$ cat src/rtl/vga_pkg.sv
// vga_pkg: 640x480@60 Hz raster constants, sync windows, colour fields and
// the small helpers shared by the VGA controller and its delay line.
`timescale 1ns/1ps
package vga_pkg;

  // Horizontal geometry, in pixel-clock cycles
  localparam int H_ACTIVE = 640;
  localparam int H_FP     = 16;
  localparam int H_SYNC   = 96;
  localparam int H_BP     = 48;

  // Vertical geometry, in lines
  localparam int V_ACTIVE = 480;
  localparam int V_FP     = 10;
  localparam int V_SYNC   = 2;
  localparam int V_BP     = 33;

  // Whole line / whole frame
  localparam int H_TOTAL = H_ACTIVE + H_FP + H_SYNC + H_BP;
  localparam int V_TOTAL = V_ACTIVE + V_FP + V_SYNC + V_BP;

  // First and last counter value of each sync pulse (inclusive)
  localparam int H_SYNC_START = H_ACTIVE + H_FP;
  localparam int H_SYNC_END   = H_SYNC_START + H_SYNC - 1;
  localparam int V_SYNC_START = V_ACTIVE + V_FP;
  localparam int V_SYNC_END   = V_SYNC_START + V_SYNC - 1;

  // Renderer latency used by the page renderers
  localparam int PIX_LAT_DEFAULT = 1;

  // Counter and pixel widths
  localparam int CNT_W = 10;
  localparam int PIX_W = 12;

  // Colour fields inside pixel_data, laid out as {B,G,R}
  localparam int R_LSB = 0;
  localparam int R_MSB = 3;
  localparam int G_LSB = 4;
  localparam int G_MSB = 7;
  localparam int B_LSB = 8;
  localparam int B_MSB = 11;

  // Raster-stage attributes that travel alongside the pixel request
  typedef struct packed {
    logic act;
    logic hsN;
    logic vsN;
  } syncBits_t;

  // Blanked, both syncs released
  localparam syncBits_t SYNC_IDLE = '{act: 1'b0, hsN: 1'b1, vsN: 1'b1};

  // First counter value of a sync pulse for a given active/porch split
  function automatic logic [CNT_W-1:0] syncFirst(input int active, input int porch);
    return CNT_W'(active + porch);
  endfunction

  // Last counter value of a sync pulse for a given active/porch/width split
  function automatic logic [CNT_W-1:0] syncLast(input int active, input int porch,
                                                 input int width);
    return CNT_W'(active + porch + width - 1);
  endfunction

  // Inclusive range test on a raster counter
  function automatic logic inRange(input logic [CNT_W-1:0] value,
                                   input logic [CNT_W-1:0] lo,
                                   input logic [CNT_W-1:0] hi);
    return (value >= lo) && (value <= hi);
  endfunction

endpackage

$ cat src/rtl/vga_sync_delay.sv
// vga_sync_delay: WIDTH x DEPTH shift register that lines raster attributes
// up with pixel data returned by the renderers. Reset flushes every tap to IDLE.
`timescale 1ns/1ps
module vga_sync_delay #(
  parameter int              WIDTH = 3,
  parameter int              DEPTH = 1,
  parameter logic [WIDTH-1:0] IDLE = '0
) (
  input  logic             clk_i,
  input  logic             rst_i,
  input  logic [WIDTH-1:0] d_i,
  output logic [WIDTH-1:0] q_o
);
  import vga_pkg::*;

  logic [WIDTH-1:0] stage_q [DEPTH];

  // Shift one tap per clock; reset fills the whole line with the idle pattern
  always_ff @(posedge clk_i) begin
    if (rst_i) begin
      for (int i = 0; i < DEPTH; i++) begin
        stage_q[i] <= IDLE;
      end
    end else begin
      stage_q[0] <= d_i;
      for (int i = 1; i < DEPTH; i++) begin
        stage_q[i] <= stage_q[i-1];
      end
    end
  end

  assign q_o = stage_q[DEPTH-1];

endmodule

$ cat src/rtl/vga_ctrl.sv
// vga_ctrl: raster timing generator and registered VGA output stage.
// Coordinates go out to the renderers straight from the counters; the
// matching blanking and sync bits are delayed by PIX_LAT so they meet the
// returned pixel, and everything is registered once more onto the pins.
`timescale 1ns/1ps
module vga_ctrl #(
  parameter int H_ACTIVE = vga_pkg::H_ACTIVE,
  parameter int H_FP     = vga_pkg::H_FP,
  parameter int H_SYNC   = vga_pkg::H_SYNC,
  parameter int H_BP     = vga_pkg::H_BP,
  parameter int V_ACTIVE = vga_pkg::V_ACTIVE,
  parameter int V_FP     = vga_pkg::V_FP,
  parameter int V_SYNC   = vga_pkg::V_SYNC,
  parameter int V_BP     = vga_pkg::V_BP,
  parameter int PIX_LAT  = vga_pkg::PIX_LAT_DEFAULT
) (
  input  logic        vga_clk,
  input  logic        vga_rst,
  input  logic [11:0] pixel_data,
  output logic [9:0]  x_pos,
  output logic [9:0]  y_pos,
  output logic        frame_start,
  output logic        vga_hs,
  output logic        vga_vs,
  output logic [3:0]  vga_r,
  output logic [3:0]  vga_g,
  output logic [3:0]  vga_b
);
  import vga_pkg::*;

  // Counter-width versions of the geometry so every compare is 10 bits wide
  localparam logic [CNT_W-1:0] H_LAST    = CNT_W'(H_ACTIVE + H_FP + H_SYNC + H_BP - 1);
  localparam logic [CNT_W-1:0] V_LAST    = CNT_W'(V_ACTIVE + V_FP + V_SYNC + V_BP - 1);
  localparam logic [CNT_W-1:0] H_ACT_END = CNT_W'(H_ACTIVE);
  localparam logic [CNT_W-1:0] V_ACT_END = CNT_W'(V_ACTIVE);
  localparam logic [CNT_W-1:0] HS_FIRST  = syncFirst(H_ACTIVE, H_FP);
  localparam logic [CNT_W-1:0] HS_LAST   = syncLast(H_ACTIVE, H_FP, H_SYNC);
  localparam logic [CNT_W-1:0] VS_FIRST  = syncFirst(V_ACTIVE, V_FP);
  localparam logic [CNT_W-1:0] VS_LAST   = syncLast(V_ACTIVE, V_FP, V_SYNC);

  logic [CNT_W-1:0] hCnt_q, hCnt_d;
  logic [CNT_W-1:0] vCnt_q, vCnt_d;
  logic             hWrap;

  syncBits_t rasterBits;
  syncBits_t delayedBits;

  logic       hs_q, hs_d;
  logic       vs_q, vs_d;
  logic [3:0] r_q, r_d;
  logic [3:0] g_q, g_d;
  logic [3:0] b_q, b_d;

  // Next raster position: h wraps every line, v advances only on that wrap
  always_comb begin
    hWrap  = (hCnt_q == H_LAST);
    hCnt_d = hWrap ? '0 : hCnt_q + 10'd1;
    vCnt_d = vCnt_q;
    if (hWrap) begin
      vCnt_d = (vCnt_q == V_LAST) ? '0 : vCnt_q + 10'd1;
    end
  end

  // Raster counters; reset parks them at the top-left corner
  always_ff @(posedge vga_clk) begin
    if (vga_rst) begin
      hCnt_q <= '0;
      vCnt_q <= '0;
    end else begin
      hCnt_q <= hCnt_d;
      vCnt_q <= vCnt_d;
    end
  end

  // Blanking and sync attributes of the position currently being requested
  always_comb begin
    rasterBits     = SYNC_IDLE;
    rasterBits.act = (hCnt_q < H_ACT_END) && (vCnt_q < V_ACT_END);
    rasterBits.hsN = !inRange(hCnt_q, HS_FIRST, HS_LAST);
    rasterBits.vsN = !inRange(vCnt_q, VS_FIRST, VS_LAST);
  end

  // Renderers derive memory addresses from these, so blank positions read as 0
  assign x_pos = (hCnt_q < H_ACT_END) ? hCnt_q : '0;
  assign y_pos = (vCnt_q < V_ACT_END) ? vCnt_q : '0;

  // Held low during reset so listeners see exactly one pulse after release
  assign frame_start = !vga_rst && (hCnt_q == '0) && (vCnt_q == '0);

  // Hold the attributes back by the renderer latency so they meet pixel_data
  vga_sync_delay #(
    .WIDTH ($bits(syncBits_t)),
    .DEPTH (PIX_LAT),
    .IDLE  (SYNC_IDLE)
  ) uSyncDelay (
    .clk_i (vga_clk),
    .rst_i (vga_rst),
    .d_i   (rasterBits),
    .q_o   (delayedBits)
  );

  // Pin values for the next clock: colour only inside the visible window
  always_comb begin
    hs_d = delayedBits.hsN;
    vs_d = delayedBits.vsN;
    r_d  = '0;
    g_d  = '0;
    b_d  = '0;
    if (delayedBits.act) begin
      r_d = pixel_data[R_MSB:R_LSB];
      g_d = pixel_data[G_MSB:G_LSB];
      b_d = pixel_data[B_MSB:B_LSB];
    end
  end

  // Registered VGA pins; reset shows idle blanking with both syncs released
  always_ff @(posedge vga_clk) begin
    if (vga_rst) begin
      hs_q <= 1'b1;
      vs_q <= 1'b1;
      r_q  <= '0;
      g_q  <= '0;
      b_q  <= '0;
    end else begin
      hs_q <= hs_d;
      vs_q <= vs_d;
      r_q  <= r_d;
      g_q  <= g_d;
      b_q  <= b_d;
    end
  end

  assign vga_hs = hs_q;
  assign vga_vs = vs_q;
  assign vga_r  = r_q;
  assign vga_g  = g_q;
  assign vga_b  = b_q;

endmodule

$ cat config.mk
export PLATFORM = sky130hd
export DESIGN_NAME = vga_ctrl
export DESIGN_NICKNAME = d
export VERILOG_FILES = /design/src/rtl/vga_pkg.sv /design/src/rtl/vga_sync_delay.sv /design/src/rtl/vga_ctrl.sv
export SDC_FILE = /design/constraint.sdc
export NUM_CORES = 1
export LEC_CHECK = 0
export ABC_CLOCK_PERIOD_IN_PS = 3300
export CORE_MARGIN = 4
export CORE_UTILIZATION = 52
export CTS_BUF_LIST = sky130_fd_sc_hd__clkbuf_8
export DETAILED_ROUTE_END_ITERATION = 6
export PLACE_DENSITY = 0.83
export SLEW_MARGIN = 0
export SYNTH_ARGS = -nofsm -noshare
export SYNTH_HDL_FRONTEND = slang
export SYNTH_SLANG_ARGS = --single-unit
$ cat constraint.sdc
create_clock -name vga_clk -period 3.3 [get_ports vga_clk]
set_clock_uncertainty 0.05 [all_clocks]
set_input_delay 0.495 -clock vga_clk [delete_from_list [all_inputs] [get_ports vga_clk]]
set_output_delay 0.495 -clock vga_clk [all_outputs]
set_load 0.005 [all_outputs]
== Word-level counts from Yosys, hierarchy flattened ==
Memories as Yosys holds them, arrays and structs flattened.
Index checks and enable logic that the tools add are counted.

* Bits in registers: 34
* Bits in writable memories: 3
* Input port bits: 14
* Output and inout port bits: 35
* Word-level logic and storage cells: 40
* Memories kept: 1

{| class="wikitable"
|+ Memories
! name !! depth !! bits a word !! rd ports !! clocked after Yosys merged registers in !! wr ports !! RTL line !! source
|-
| uSyncDelay.stage_q || 1 || 3 || 1 || 0 || 1 || vga_sync_delay.sv:16 || <nowiki>logic [WIDTH-1:0] stage_q [DEPTH];</nowiki>
|}

* Add/sub/neg operators: 2
* Order comparisons: 6
* Equal/unequal tests: 2
* Multiplexer cells: 8
* Bitwise logic cells: 1
* Reductions and logical operators: 13

{| class="wikitable"
|+ Operators by type and width
! cell !! number
|-
| $mux 10 || 3
|-
| $add 10x1->10 const B || 2
|-
| $eq 10x10->1 const B || 2
|-
| $logic_not 10->1 || 2
|-
| $ge 10x10->1 const B || 1
|-
| $ge 10x9->1 const B || 1
|-
| $le 10x10->1 const B || 1
|-
| $le 10x9->1 const B || 1
|-
| $lt 10x10->1 const B || 1
|-
| $lt 10x9->1 const B || 1
|-
| $logic_and 1x1->1 || 5
|-
| $mux 1 || 4
|-
| $reduce_or 2->1 || 2
|-
| $logic_not 1->1 || 3
|-
| $mux 3 || 1
|-
| $reduce_or 3->1 || 1
|-
| $not 1->1 || 1
|}

== Longest topological paths before layout ==
Gate-level depths: netlist of the first run.

* Depth in word-level cells: 4
* Depth in mapped cells: 7
* Mapped depth without buffers: 6

== Hierarchy ==
From an unflattened synthesis of the first run, not the netlist that was laid out.

* Cell total of the unflattened synthesis: 182
* Area total of the unflattened synthesis: 1677.9 um2

{| class="wikitable"
|+ Modules (own cells, without submodules)
! module !! instances !! cells each !! area each (um2)
|-
| vga_ctrl || 1 || 176 || 1599.0
|-
| vga_sync_delay || 1 || 6 || 78.8
|}

== Worst setup path before layout of the first run ==
OpenSTA, ideal clock, no wires.

* Path kind: flip-flop to output port
* From: register vCnt_q[0]
* To: output frame_start
* Arrival time: 1519 ps
* Required time: 2755 ps
* Path slack: 1236 ps
* Cell stages (with the launch flop): 7
* Cells stage by stage: dfxtp_1 inv_1 ha_1 or4b_2 nor3_1 nand3_1 nor2_1

* Word-level cells in the longest chain between the ends: 2

{| class="wikitable"
|+ Ends and longest elaborated chain
! item !! RTL line !! source
|-
| start: declaration || vga_ctrl.sv:42 || <nowiki>logic [CNT_W-1:0] vCnt_q, vCnt_d;</nowiki>
|-
| start signal: assignment || vga_ctrl.sv:71 || <nowiki>vCnt_q <= vCnt_d;</nowiki>
|-
| $logic_not 10->1 || vga_ctrl.sv:88 || <nowiki>assign frame_start = !vga_rst && (hCnt_q == '0) && (vCnt_q == '0);</nowiki>
|-
| $logic_and 1x1->1 || vga_ctrl.sv:88 ||
|-
| end: declaration || vga_ctrl.sv:22 || <nowiki>output logic frame_start,</nowiki>
|}

Every way passes these cells.

== Worst setup path in the final report of the first run ==
Ends and elaborated chain as after synthesis.

==> qor.json, run 1 <==
{
  "sta": {
    "fmax_ghz": 0.3301,
    "grt_setup_unrepaired": "false",
    "totalNegativeSetupSlack_ns": 0,
    "timing_hold_violations_final": 0,
    "finalCritPeriodShare_pct": 91.79,
    "finalCriticalPeriod_ns": 3.029,
    "total_setup_violations_reported_at_the_end_of_the_flow": 0,
    "drv_slew": 0,
    "slew-limit-headroom_pct": 44.71,
    "worst-slew-pin-transition_ns": 0.8248
  },
  "route": {
    "viasPerCell": 5.257,
    "dr_total_vias": 1451,
    "length_of_the_first_detailed_routing_pass_in_iterations": 4,
    "first_iter_violations": 49,
    "drc": 0,
    "ant_nets": 0,
    "postRouteWirelength_mm": 4.113,
    "wire_per_inst_um": 14.90
  },
  "critical_path": {
    "timing.setup.critical_path_class": "reg -> out",
    "crit_path_buffers_inverters": 2,
    "crit_arrival_ns": 2.48,
    "cp_slowest_cell": "sky130_fd_sc_hd__or4b_2",
    "timing.critical_path.slowest_cell_delay_ns": 0.58,
    "critical_path.max_fanout": 5,
    "reg2reg_depth": 5,
    "start_kind": "register",
    "cp_cell_instances": "inv_1, ha_1, or4b_2, nor3_1, nand3_1, nor2_1, clkdlybuf4s50_1",
    "r2r_setup_slack_ns": 0.90,
    "worst-endpoint-required_ns": 2.75,
    "cell_count_along_the_critical_path": 7,
    "critPathCaptureType": "output port",
    "timing.critical_path.max_delay_family": "simple AND/OR/NAND/NOR gates"
  },
  "clock_tree": {
    "resized_cells_post_cts": 0,
    "clock_tree_from_tritoncts": "done",
    "clkLatencyLatePin_ns": 0.29,
    "post_cts.repair.setup_buffers": 0,
    "cts-root-buf": "sky130_fd_sc_hd__clkbuf_8",
    "clk_sink_count": 37,
    "clk_transition_reported_paths_ns": 0.08,
    "cts-htree-levels": 2,
    "cts_buffers": 5,
    "clock_path_buffers": 2,
    "cts_hold_repair.buffers": 0
  },
  "finish": {
    "drive_above_1_share_pct": 7.759,
    "flow.area_growth_from_synthesis_pct": 34.61,
    "n_antenna_cell": 0,
    "n_fill_cell": 255,
    "nets": 250,
    "layout.cells.most_common": "sky130_fd_sc_hd__clkdlybuf4s50_1",
    "mostFrequentLayoutCells": "47 x sky130_fd_sc_hd__clkdlybuf4s50_1, 37 x sky130_fd_sc_hd__dfxtp_1, 25 x sky130_fd_sc_hd__and2_1",
    "final_area_um2": 2292
  },
  "floorplan": {
    "die_area_um2": 4254,
    "chipWidth_um": 65.23,
    "fp-row-count": 20,
    "die_h_um": 65.23,
    "initial_utilization_pct": 54.88,
    "placeable_core_region_um2": 3103,
    "io_pins": 49
  },
  "placement": {
    "dpl_cell_area_um2": 2155,
    "place.gp.congestion": 0.8262,
    "post-dp-hpwl_mm": 2.905,
    "port-buffer-count": 47
  },
  "job": {
    "max_cap_violations": 0
  },
  "global_routing": {
    "grt_max_degree": 18,
    "grt_remaining_overflow": 0,
    "number_of_antenna_violations_at_the_first_check_in_global_routing": 0,
    "grt_usage_pct": 21.64,
    "first_pass_grt_wire_length_mm": 7.065,
    "grt_pass1_vias": 1442
  },
  "pwr": {
    "total_power_mw": 1.004,
    "vdd.ir_drop.worst_mv": 0.3017,
    "cellLeakagePower_nw": 0.8215,
    "power_per_cell_area_nw_per_um2": 437.9
  },
  "synth": {
    "postSynthRegisterBits": 37,
    "synthesis.area_um2": 1703,
    "synth-adder-area-share_pct": 3.674,
    "synth-edff-count": 0,
    "synth-compound-area-share_pct": 3.527,
    "postSynthNetCount": 210,
    "synth.lib_cells_used.distinct": 38,
    "postSynthCellCount": 191,
    "yosysSeqAreaShare_pct": 43.50,
    "yosys-mux-area-fraction_pct": 1.176,
    "ys_async_sr_fraction_pct": 0,
    "ys.flop_type": "sky130_fd_sc_hd__dfxtp_1",
    "synth_warnings": 0,
    "dominant_combinational_cell_family_by_area_after_synthesis": "simple AND/OR/NAND/NOR gates",
    "synth_simple_gate_area_share_pct": 34.83,
    "post_synth_xor_area_fraction_pct": 7.201,
    "postSynthAreaPerCell_um2": 8.916
  },
  "min_path": {
    "hold_depth": 1,
    "hold_path_class": "reg -> reg"
  },
  "run_status": {
    "run_status": "completed"
  }
}
-- worst paths after layout --
path,start,end
setup / recovery,vCnt_q[0],frame_start
hold / removal,uSyncDelay.stage_q[0][0],vga_vs
setup reg to reg,hCnt_q[0],vCnt_q[0]
hold reg to reg,uSyncDelay.stage_q[0][0],vga_vs
-- sequential cells by signal, indices dropped and copies added (netlist names) --
signal / flops
vCnt_q: 10
vga_g: 4
vga_vs: 1
uSyncDelay.stage_q: 3
hCnt_q: 10
vga_r: 4
vga_b: 4
vga_hs: 1
-- metal layers --
layer / up-vias / routed length (um) / global-route usage, %
met1: 670 / 1794 / 26.84
met4: 0 / 84 / 8.808
met3: 8 / 263 / 6.325
li1: 720 / - / -
met5: - / 0 / 0
met2: 53 / 1970 / 35.02
-- synth_stat cells (2+ instances only) --
cell type | n | share of area, %
sky130_fd_sc_hd__dfxtp_1 | 37 | 43
sky130_fd_sc_hd__and2_1 | 25 | 9.2
sky130_fd_sc_hd__nor2_1 | 15 | 3.3
sky130_fd_sc_hd__nor3_1 | 13 | 3.8
sky130_fd_sc_hd__xnor2_1 | 9 | 4.6
sky130_fd_sc_hd__clkbuf_1 | 8 | 1.8
sky130_fd_sc_hd__nand2_1 | 8 | 1.8
sky130_fd_sc_hd__nand3_1 | 7 | 2.1
sky130_fd_sc_hd__nand4_1 | 6 | 2.2
sky130_fd_sc_hd__ha_1 | 5 | 3.7
sky130_fd_sc_hd__inv_1 | 5 | 1.1
sky130_fd_sc_hd__nor4_1 | 5 | 1.8
sky130_fd_sc_hd__xor2_1 | 5 | 2.6
sky130_fd_sc_hd__nor2b_1 | 4 | 1.5
sky130_fd_sc_hd__o21ai_0 | 4 | 1.2
sky130_fd_sc_hd__nor3b_1 | 3 | 1.3
sky130_fd_sc_hd__a21oi_2 | 2 | 1.0
sky130_fd_sc_hd__and3_1 | 2 | 0.73
sky130_fd_sc_hd__buf_2 | 2 | 0.59
sky130_fd_sc_hd__buf_4 | 2 | 0.88
sky130_fd_sc_hd__buf_6 | 2 | 1.3
sky130_fd_sc_hd__mux2i_1 | 2 | 1.2
sky130_fd_sc_hd__nand4b_1 | 2 | 1.0
sky130_fd_sc_hd__nor4b_1 | 2 | 1.0
sky130_fd_sc_hd__or2_2 | 2 | 0.73
sky130_fd_sc_hd__or3_1 | 2 | 0.73
-- final cells by class --
type	count	area (um^2)	area share, %
clock buffers	5	68.82	3.002
multi-input cells	134	862.1	37.61
well taps	44	55.05	2.402
inverters	5	18.77	0.8188
flip-flops and latches	37	740.7	32.31
clock inverters	3	68.82	3.002
repair buffers	48	478.0	20.85
-- stage by stage --
stage          instances  worst slack [ns]  hold WS (ns)  util (%)
2_1_floorplan        191             1.236        0.3395         -
3_3_place_gp         268            0.6745        0.3415     69.44
3_5_place_dp         268            0.6089        0.3506     69.44
4_1_cts              276            0.2897        0.3677     73.87
5_1_grt              276            0.1473        0.3826     73.87
6_report             276            0.2708        0.3669     73.87
-- logic make-up after synthesis --
logic type / Yosys count
AND/OR/NAND/NOR: 103
multiplexers: 2
buffers and inverters: 20
adder cells (fa/ha/maj): 5
XOR/XNOR: 14
AO/OA/AOI/OAI: 9
other: 1
flip-flops: 37
-- report_power, final --
part / switching [mW] / leakage, nW / internal (mW) / total, mW
Clock: 0.173 / 0.0687 / 0.304 / 0.477
Sequential: 0.00616 / 0.301 / 0.456 / 0.462
Combinational: 0.0233 / 0.452 / 0.0416 / 0.0649
Total: 0.202 / 0.822 / 0.802 / 1.00
No activity file was read; power rests on OpenSTA's default activity.
==> inputs of run 2 (changes only) <==
--- a/config.mk
+++ b/config.mk
@@ -6,11 +6,13 @@
 export NUM_CORES = 1
 export LEC_CHECK = 0
 export ABC_CLOCK_PERIOD_IN_PS = 3300
+export CELL_PAD_IN_SITES_DETAIL_PLACEMENT = 0
+export CELL_PAD_IN_SITES_GLOBAL_PLACEMENT = 2
 export CORE_MARGIN = 4
-export CORE_UTILIZATION = 52
+export CORE_UTILIZATION = 31
 export CTS_BUF_LIST = sky130_fd_sc_hd__clkbuf_8
 export DETAILED_ROUTE_END_ITERATION = 6
-export PLACE_DENSITY = 0.83
+export PLACE_DENSITY = 0.85
 export SLEW_MARGIN = 0
 export SYNTH_ARGS = -nofsm -noshare
 export SYNTH_HDL_FRONTEND = slang
==> run 2 against run 1 <==
Die area is 58% higher. Sequential power barely moved. Total power down 6.6%. Core utilization fell by 29 points. Highest routed layer unchanged.
==> qor.json, run 2 (synthesis results as in run 1) <==
{
  "floorplan": {
    "io_pins": 49,
    "initial_utilization_pct": 32.72,
    "placeable_core_region_um2": 5205,
    "die_area_um2": 6743,
    "die_h_um": 82.12,
    "chipWidth_um": 82.12,
    "fp-row-count": 26
  },
  "route": {
    "ant_nets": 0,
    "drc": 0,
    "postRouteWirelength_mm": 3.829,
    "dr_total_vias": 1353,
    "first_iter_violations": 51,
    "wire_per_inst_um": 12.64,
    "viasPerCell": 4.465,
    "length_of_the_first_detailed_routing_pass_in_iterations": 4
  },
  "critical_path": {
    "cp_cell_instances": "inv_1, ha_1, or4b_2, nor3_1, nand3_1, nor2_1, clkdlybuf4s50_1",
    "timing.setup.critical_path_class": "reg -> out",
    "timing.critical_path.slowest_cell_delay_ns": 0.57,
    "start_kind": "register",
    "critPathCaptureType": "output port",
    "cp_slowest_cell": "sky130_fd_sc_hd__or4b_2",
    "critical_path.max_fanout": 5,
    "worst-endpoint-required_ns": 2.75,
    "crit_arrival_ns": 2.52
  },
  "sta": {
    "slew-limit-headroom_pct": 49.81,
    "timing_hold_violations_final": 0,
    "fmax_ghz": 0.3267,
    "finalCriticalPeriod_ns": 3.061,
    "worst-slew-pin-transition_ns": 0.7449,
    "drv_slew": 0,
    "totalNegativeSetupSlack_ns": 0,
    "total_setup_violations_reported_at_the_end_of_the_flow": 0,
    "grt_setup_unrepaired": "false",
    "finalCritPeriodShare_pct": 92.74
  },
  "finish": {
    "final_cells": 303,
    "mostFrequentLayoutCells": "47 x sky130_fd_sc_hd__clkdlybuf4s50_1, 37 x sky130_fd_sc_hd__dfxtp_1, 25 x sky130_fd_sc_hd__and2_1",
    "nets": 251,
    "drive_above_1_share_pct": 8.155,
    "flow.area_growth_from_synthesis_pct": 35.93,
    "n_antenna_cell": 0,
    "biggestRegsByFlops": "hCnt_q (10), vCnt_q (10)",
    "layout.cells.most_common": "sky130_fd_sc_hd__clkdlybuf4s50_1",
    "final_area_um2": 2315
  },
  "global_routing": {
    "grt_usage_pct": 12.54,
    "first_pass_grt_wire_length_mm": 6.389,
    "grt_max_degree": 18,
    "grt_remaining_overflow": 0,
    "number_of_antenna_violations_at_the_first_check_in_global_routing": 0,
    "grt_pass1_vias": 1329
  },
  "job": {
    "max_cap_violations": 0
  },
  "clock_tree": {
    "clk_transition_reported_paths_ns": 0.07,
    "clkLatencyLatePin_ns": 0.29,
    "resized_cells_post_cts": 0,
    "cts-htree-levels": 2,
    "clock_tree_from_tritoncts": "done",
    "clk_sink_count": 37,
    "post_cts.repair.setup_buffers": 0,
    "cts-root-buf": "sky130_fd_sc_hd__clkbuf_8",
    "cts_buffers": 5,
    "cts_hold_repair.buffers": 0,
    "clock_path_buffers": 2
  },
  "pwr": {
    "total_power_uw": 938.0,
    "seq_power_share_pct": 49.3,
    "p_comb_share_pct": 6.6,
    "power_per_cell_area_nw_per_um2": 405.2,
    "cellLeakagePower_nw": 0.8157,
    "power_report.internal_total_uw": 743.1,
    "clock_power_share_pct": 44.1,
    "power.switching_fraction_pct": 20.77,
    "total_switching_power_uw": 194.9,
    "vdd.ir_drop.worst_mv": 0.1715
  },
  "min_path": {
    "hold_path_class": "reg -> reg"
  },
  "placement": {
    "dpl_cell_area_um2": 2195,
    "place.gp.congestion": 0.7095,
    "port-buffer-count": 47,
    "post-dp-hpwl_mm": 2.773,
    "placed_instances": 295
  },
  "run_status": {
    "run_status": "completed"
  }
}
-- run 2: cell types whose count changed in the layout (fill, tap and decap cells not counted) --
| cell | previous run | this run |
|---|---|---|
| sky130_fd_sc_hd__bufinv_16 | 2 | 1 |
| sky130_fd_sc_hd__clkbuf_8 | 5 | 6 |
| sky130_fd_sc_hd__clkinvlp_4 | 0 | 1 |
| sky130_fd_sc_hd__buf_4 | 1 | 2 |
| sky130_fd_sc_hd__inv_6 | 1 | 0 |
-- run 2: per-stage QoR --
step	utilization [%]	setup slack (ns)	hold WS, ns
after global placement	42.16	0.5693	0.3417
after detailed placement	42.16	0.5454	0.3423
after global routing	44.47	0.08415	0.3738
final	44.47	0.2395	0.3590
after floorplan	-	1.236	0.3395
after CTS	44.47	0.1978	0.3610
-- run 2: routing by layer --
layer,wire length [um],track usage (%),vias up
met4,57,5.482,0
met3,153,4.121,5
li1,-,-,719
met5,0,0,-
met1,1906,16.88,603
met2,1711,18.17,26
-- run 2: area by class of cell --
cell class	count	area (um^2)
Fill cell	530	2890
Multi-Input combinational cell	134	862.1
Sequential cell	37	740.7
Timing Repair Buffer	49	485.5
Tap cell	70	87.58
Clock buffer	6	82.58
Clock inverter	2	37.54
Inverter	5	18.77
-- run 2: worst paths after layout --
check                           cells past startpoint  slack [ns]           to                      from
worst max-delay path                                7        0.24  frame_start                 vCnt_q[0]
worst min-delay path                                1        0.36       vga_hs  uSyncDelay.stage_q[0][1]
worst max register to register                      5        1.05    vCnt_q[9]                 hCnt_q[0]
worst min register to register                      1        0.36       vga_hs  uSyncDelay.stage_q[0][1]
-- run 2: power groups by stage --
stage	clock, mW	sequential, mW	combinational, mW
after floorplan	0	0.471	0.0256
after global placement	0	0.473	0.0631
after detailed placement	0	0.473	0.0628
after CTS	0.427	0.463	0.0634
after global routing	0.451	0.464	0.0698
final	0.413	0.463	0.0621
-- run 2: worst max-delay path: cells and delay by family (launching register included) --
family                   cells  cell delay, ns
adder cells (fa/ha/maj)      1            0.15
flip-flops                   1            0.35
buffers and inverters        2            0.65
AND/OR/NAND/NOR              4            1.08
